--- src/rtl/uart_cmd_pkg.sv ---
// Shared types and timing constants for the UART command assembler.
package uart_cmd_pkg;

  typedef enum logic [1:0] {ST_WAIT, ST_ACK, ST_FULL} cmd_state_t;

  localparam int BAUD_CLKS  = 2604;
  localparam int FRAME_CLKS = 10 * BAUD_CLKS;

endpackage

--- src/rtl/uart_cmd_assembler.sv ---
// UART command assembler: packs BYTES received bytes (first byte in the MSBs)
// into one command word, hands it over with cmd_rdy/clr_cmd_rdy and holds
// UART_rx off (rdy left unacknowledged) while a finished command is pending.
// Optional feature macro: UART_CMD_TIMEOUT_EN -- discards a partial command
// after TIMEOUT_CLKS idle cycles between bytes and pulses err_timeout.
module uart_cmd_assembler
  import uart_cmd_pkg::*;
#(
  parameter int BYTES        = 3,
  parameter int TIMEOUT_CLKS = 52080
) (
  input  logic               clk,
  input  logic               rst,
  input  logic [7:0]         rx_data,
  input  logic               rdy,
  output logic               clr_rdy,
  input  logic               clr_cmd_rdy,
  output logic [8*BYTES-1:0] cmd,
  output logic               cmd_rdy,
  output logic               busy,
  output logic               err_timeout
);

  localparam int            CW       = $clog2(BYTES + 1);
  localparam logic [CW-1:0] CNT_LAST = CW'(BYTES);

  cmd_state_t         r_state;
  logic [CW-1:0]      r_cnt;
  logic [8*BYTES-1:0] r_shreg;
  logic [8*BYTES-1:0] r_cmd;
  logic               r_cmd_rdy;
  logic               r_busy;
  logic               r_clr_rdy;
  logic               r_err;

  logic [8*BYTES-1:0] w_shift;
  logic               w_gap_hit;

  assign w_shift = {r_shreg[8*BYTES-9:0], rx_data};

`ifdef UART_CMD_TIMEOUT_EN
  localparam int               GAP_W    = (TIMEOUT_CLKS > 1) ? $clog2(TIMEOUT_CLKS) : 1;
  localparam logic [GAP_W-1:0] GAP_LAST = GAP_W'(TIMEOUT_CLKS - 1);

  logic [GAP_W-1:0] r_gap;

  assign w_gap_hit = (r_state == ST_WAIT) && (r_cnt != '0) && (r_gap == GAP_LAST);

  // Inter-byte gap timer: runs only while a partial command waits for its next byte
  always_ff @(posedge clk or posedge rst) begin
    if (rst) begin
      r_gap <= '0;
    end else if (r_state != ST_WAIT || r_cnt == '0 || rdy || w_gap_hit) begin
      r_gap <= '0;
    end else begin
      r_gap <= r_gap + 1'b1;
    end
  end
`else
  // No gap timer in this build: a partial command waits indefinitely.
  assign w_gap_hit = (TIMEOUT_CLKS < 0);
`endif

  // Handshake FSM with byte capture, command hand-off and registered outputs
  always_ff @(posedge clk or posedge rst) begin
    if (rst) begin
      r_state   <= ST_WAIT;
      r_cnt     <= '0;
      r_shreg   <= '0;
      r_cmd     <= '0;
      r_cmd_rdy <= 1'b0;
      r_busy    <= 1'b0;
      r_clr_rdy <= 1'b0;
      r_err     <= 1'b0;
    end else begin
      r_err <= w_gap_hit;
      case (r_state)
        ST_WAIT: begin
          if (w_gap_hit) begin
            // Timeout beats a byte arriving in the same cycle; that byte
            // is taken next cycle as the first of a fresh command.
            r_cnt  <= '0;
            r_busy <= 1'b0;
          end else if (rdy) begin
            r_shreg   <= w_shift;
            r_cnt     <= r_cnt + 1'b1;
            r_busy    <= 1'b1;
            r_clr_rdy <= 1'b1;
            r_state   <= ST_ACK;
          end
        end
        ST_ACK: begin
          // Hold the acknowledge until UART_rx drops rdy, so each byte is
          // captured exactly once.
          if (!rdy) begin
            r_clr_rdy <= 1'b0;
            if (r_cnt == CNT_LAST) begin
              r_cmd     <= r_shreg;
              r_cmd_rdy <= 1'b1;
              r_cnt     <= '0;
              r_busy    <= 1'b0;
              r_state   <= ST_FULL;
            end else begin
              r_state <= ST_WAIT;
            end
          end
        end
        ST_FULL: begin
          // No acknowledge here: UART_rx keeps its byte until cmd is consumed.
          if (clr_cmd_rdy) begin
            r_cmd_rdy <= 1'b0;
            r_state   <= ST_WAIT;
          end
        end
        default: begin
          r_state   <= ST_WAIT;
          r_clr_rdy <= 1'b0;
        end
      endcase
    end
  end

  assign clr_rdy     = r_clr_rdy;
  assign cmd         = r_cmd;
  assign cmd_rdy     = r_cmd_rdy;
  assign busy        = r_busy;
  assign err_timeout = r_err;

endmodule

--- config.mk ---
export PLATFORM = sky130hd
export DESIGN_NAME = uart_cmd_assembler
export DESIGN_NICKNAME = d
export VERILOG_FILES = /design/src/rtl/uart_cmd_pkg.sv /design/src/rtl/uart_cmd_assembler.sv
export SDC_FILE = /design/constraint.sdc
export NUM_CORES = 1
export LEC_CHECK = 0
export ABC_AREA = 1
export CORE_MARGIN = 4
export CORE_UTILIZATION = 52
export CTS_CLUSTER_SIZE = 30
export DETAILED_ROUTE_END_ITERATION = 12
export PLACE_DENSITY = 0.79
export SLEW_MARGIN = 30
export SYNTH_ARGS = -nofsm -noshare
export SYNTH_HDL_FRONTEND = slang
export SYNTH_SLANG_ARGS = --single-unit
--- constraint.sdc ---
create_clock -name clk -period 1.96 [get_ports clk]
set_input_delay 0.392 -clock clk [delete_from_list [all_inputs] [get_ports clk]]
set_output_delay 0.392 -clock clk [all_outputs]
set_load 0.02 [all_outputs]
Yosys cells after proc, flatten, opt, wreduce, memory -nomap -nowiden
Cells that the tools add are included.

word-level totals
  output and inout port bits = 28
  register bits = 55

operators by class
  reductions and logical operators = 9
  bitwise operators = 2
  mux-type cells = 19
  add/subtract/negate cells = 1
  equal/unequal tests = 7

operators with widths
  kind                 count
  $mux 2               7
  $reduce_and 3->1     3
  $ne 2x2->1 const B   4
  $reduce_and 4->1     2
  $mux 1               7
  $pmux 2 s3           1
  $eq 2x2->1 const B   2
  $pmux 1 s2           2
  $pmux 2 s2           1
  $reduce_bool 2->1    2
  $pmux 1 s3           1
  $add 2x1->2 const B  1
  $eq 2x1->1 const B   1
  $logic_not 2->1      1
  $not 1->1            2
  $reduce_and 2->1     1

Depth between registers and ports, before layout
Gate-level depths: netlist of run 1.

  depth in word-level cells = 4
  gate-level depth with buffers = 7
  depth with buffers taken out = 6

Worst setup path after synthesis of run 1
OpenSTA, ideal clock, no wires.

  kind = register to register
  start = register r_cnt[0]
  end = register r_cmd[0], in the netlist cmd[0]
  period minus slack after synthesis = 1.220 ns
  buffers on the path = 1
  data arrival time = 1.102 ns
  cell stages (with the launch flop) = 8
  slack = 0.740 ns
  library setup time = 0.118 ns
  path through = dfrtp_1 ha_1 inv_1 nor2_4 nand2_4 buf_6 nand2_1 o21ai_2

between the ends
  longest elaborated chain between the ends = 2

RTL lines
  element                     RTL line                  text
  start, declared             uart_cmd_assembler.sv:28  logic [CW-1:0] r_cnt;
  start signal, assigned      uart_cmd_assembler.sv:86  r_cnt <= r_cnt + 1'b1;
  $eq 2x2->1                  uart_cmd_assembler.sv:97  if (r_cnt == CNT_LAST) begin
  $reduce_and 3->1 (no line)  --
  end signal, assigned        uart_cmd_assembler.sv:98  r_cmd <= r_shreg;
  end, declared               uart_cmd_assembler.sv:30  logic [8*BYTES-1:0] r_cmd;

Every way passes these cells.
A chain may end at the register's enable or synchronous reset.

Final worst setup path of run 1
  start = register r_cmd[8], in the netlist cmd[8]
  end = output cmd[8]

RTL lines
  element        RTL line                  text
  end, declared  uart_cmd_assembler.sv:18  output logic [8*BYTES-1:0] cmd,

No word-level cell between the ends.

==> results of run 1 <==
==> state kept, by name, indices dropped and copies added, names as in the netlist <==
| signal | count |
|---|---|
| busy | 1 |
| clr_rdy | 1 |
| cmd | 24 |
| cmd_rdy | 1 |
| r_cnt | 2 |
| r_shreg | 24 |
| r_state | 2 |
==> layer usage <==
metal | vias to the layer above | share of wire | track usage
li1 | 793 | - | -
met1 | 717 | 0.48 | 0.204
met2 | 36 | 0.45 | 0.232
met3 | 4 | 0.063 | 0.0465
met4 | 0 | 0.0095 | 0.0584
met5 | - | 0 | 0
==> path summary, 6_finish.rpt <==
path                                      startpoint              endpoint  slack (ns)  depth (start not counted)
worst max-delay path              cmd[8]$_DFFE_PP0P_                cmd[8]        0.28                          1
worst min-delay path                             rst   cmd[17]$_DFFE_PP0P_        0.44                          3
worst max register to register  r_cnt[0]$_DFFE_PP0P_    cmd[5]$_DFFE_PP0P_        0.61                          7
worst min register to register      busy$_DFFE_PP0P_      busy$_DFFE_PP0P_        0.48                          2
max in group asynchronous                        rst  r_cnt[1]$_DFFE_PP0P_        1.27                          3
min in group clk                    busy$_DFFE_PP0P_      busy$_DFFE_PP0P_        0.48                          2
==> worst min-delay path: cells and delay by family <==
family	cells	cell delay [ns]
buf+inv	3	0.74
==> where the power goes <==
part,internal (W),switching (W)
Sequential,0.00160,0.000249
Combinational,0.000731,0.000880
Clock,0.000413,0.000343
==> layout by cell type, fill, tap and decap left out, drive strengths merged <==
| cell | synthesis | layout |
|---|---|---|
| dfrtp | 55 | 55 |
| bufinv | 0 | 1 |
| clkdlybuf4s50 | 0 | 38 |
| conb | 1 | 1 |
| a22oi | 1 | 1 |
| clkbuf | 0 | 6 |
| nand2 | 67 | 67 |
| buf | 11 | 6 |
| a21oi | 8 | 8 |
| nor2 | 14 | 14 |
| nand3 | 13 | 13 |
| o21ai | 33 | 33 |
| clkinv | 0 | 1 |
| inv | 24 | 24 |
| ha | 1 | 1 |
==> cells by family after synthesis <==
kind of cell,count (synthesis),share of synthesized area
compound gates,42,0.123
buf+inv,35,0.0854
fa+ha+maj,1,0.00554
simple gates,94,0.175
other cells,1,0.00166
flops,55,0.610
==> stage by stage <==
stage | setup slack, ns | std cells
4_1_cts | 0.261 | 319
3_5_place_dp | 0.301 | 311
2_1_floorplan | 0.225 | 228
6_report | 0.276 | 319
5_1_grt | 0.221 | 319
3_3_place_gp | 0.320 | 311
==> final cells by class <==
| class | count | area (sq um) | area share |
|---|---|---|---|
| flip-flops and latches | 55 | 1380 | 0.492 |
| multi-input cells | 138 | 688 | 0.246 |
| repair buffers | 44 | 463 | 0.165 |
| inverters | 24 | 90.1 | 0.0322 |
| clock buffers | 6 | 82.6 | 0.0295 |
| well taps | 50 | 62.6 | 0.0224 |
| clock inverters | 2 | 35.0 | 0.0125 |
==> results.json, run 1 <==
{
  "outcome": "finished, final reports clean",
  "drc_errors": 0,
  "yosys-top-cells-count": "nand2_1 (63), dfrtp_1 (55), inv_1 (23)",
  "setup_tns_ns": 0,
  "fin_nets": 281,
  "final_area_sq_mm": 0.00280,
  "timing.hold.ws_ns": 0.439,
  "dp_hpwl_mm": 2.53,
  "io_pins": 40,
  "antennaDiodeCount": 0,
  "hold_path_class": "in -> async",
  "hold_buffers": 0,
  "overflow": 0,
  "synth_top_area_frac": 0.610,
  "io_buffers": 38,
  "rsz0062_at_grt": "false",
  "clkTransAtPathRegs_ns": 0.09,
  "hold_viol_final": 0,
  "fp.dieH_um": 73.9,
  "drt_iter0_drc": 117,
  "grt_max_degree": 56,
  "worst-setup-path-type": "reg -> out",
  "yosysMostFrequentCell": "nand2_1",
  "ys_types": 20,
  "design.core.area_sq_mm": 0.00409,
  "nFillCells": 328,
  "placed_area_sq_mm": 0.00268,
  "worstPathCellList": "clkdlybuf4s50_1",
  "setup_viol": 0,
  "vias": 1550,
  "post-route-util": 0.685,
  "initial_core_util": 0.552,
  "layout_min_cycle_time_ns": 1.68,
  "grt_pass1_vias": 1484,
  "antenna_found_initial": 0,
  "grt_pass1_wl_mm": 6.35,
  "path_max_fanout": 2,
  "track_usage": 0.152,
  "drive_above_1_share": 0.145,
  "netlist_instances": 228,
  "crit_path_start_kind": "register",
  "synth_edf_count": 0,
  "drt_pass1_iterations": 5,
  "crit_slowest_cell": "clkdlybuf4s50_1",
  "row_count": 23,
  "htree_levels": 2,
  "powerDensity_mw_per_mm2": 1510,
  "ys.flop_type": "dfrtp_1",
  "maxCapViolCount": 0,
  "postCtsSetupBuffers": 0,
  "totalPowerFinal_w": 0.00422,
  "netlist_area_sq_mm": 0.00226,
  "synth_area_leaders": "dfrtp_1 (61%), nand2_1 (10%), o21ai_2 (6.2%), inv_1 (3.8%), o21ai_0 (3.5%)",
  "cts.path.max_buffers": 2,
  "report.final.slew_viol_count": 0,
  "syn-num-nets": 241,
  "ys_warn_count": 0,
  "areaGrowthSynthToFinish_pct": 23.9,
  "cts_resized": 0,
  "synth_area_leader_cell": "dfrtp_1",
  "root_buffer": "clkbuf_8",
  "fin_skew_ns": 0.00525,
  "finalCritPeriodShare": 0.859,
  "ant_nets": 0,
  "viasPerCell": 4.86,
  "wl_per_cell_um": 11.6,
  "max_stage_delay_ns": 0.62,
  "cp.arrival_ns": 1.29,
  "endpoint_kind": "primary output",
  "gp_congestion": 0.859,
  "critPathBufInv": 1,
  "crit_family": "buffers and inverters",
  "async_flop_share": 1.00,
  "synth-seq-cells": 55,
  "peakVddDrop_v": 0.000910,
  "worstPathRequired_ns": 1.57,
  "die_area_sq_mm": 0.00546,
  "drt_wl_total_mm": 3.70,
  "cts_sinks": 55,
  "cts_tree": "built",
  "fmax_mhz": 594,
  "numCtsBuffers": 5,
  "ys_seq_area_frac": 0.610,
  "synth.avg_cell_area_sq_um": 9.90,
  "p_leak_nw": 1.39,
  "clk_latency_ns": 0.30,
  "die_w_um": 73.9
}
No activity file was read; power rests on OpenSTA's default activity.
==> inputs of run 2 (changes only) <==
Settings changed: HOLD_SLACK_MARGIN from default to 0.02.
==> results of run 2 <==
Final layout, timing and power as in run 1 (identical DEF).
==> inputs of run 3 (changes only) <==
Settings changed: SLEW_MARGIN 30 to default.
==> results of run 3 <==
Final layout, timing and power as in run 1 (identical DEF).
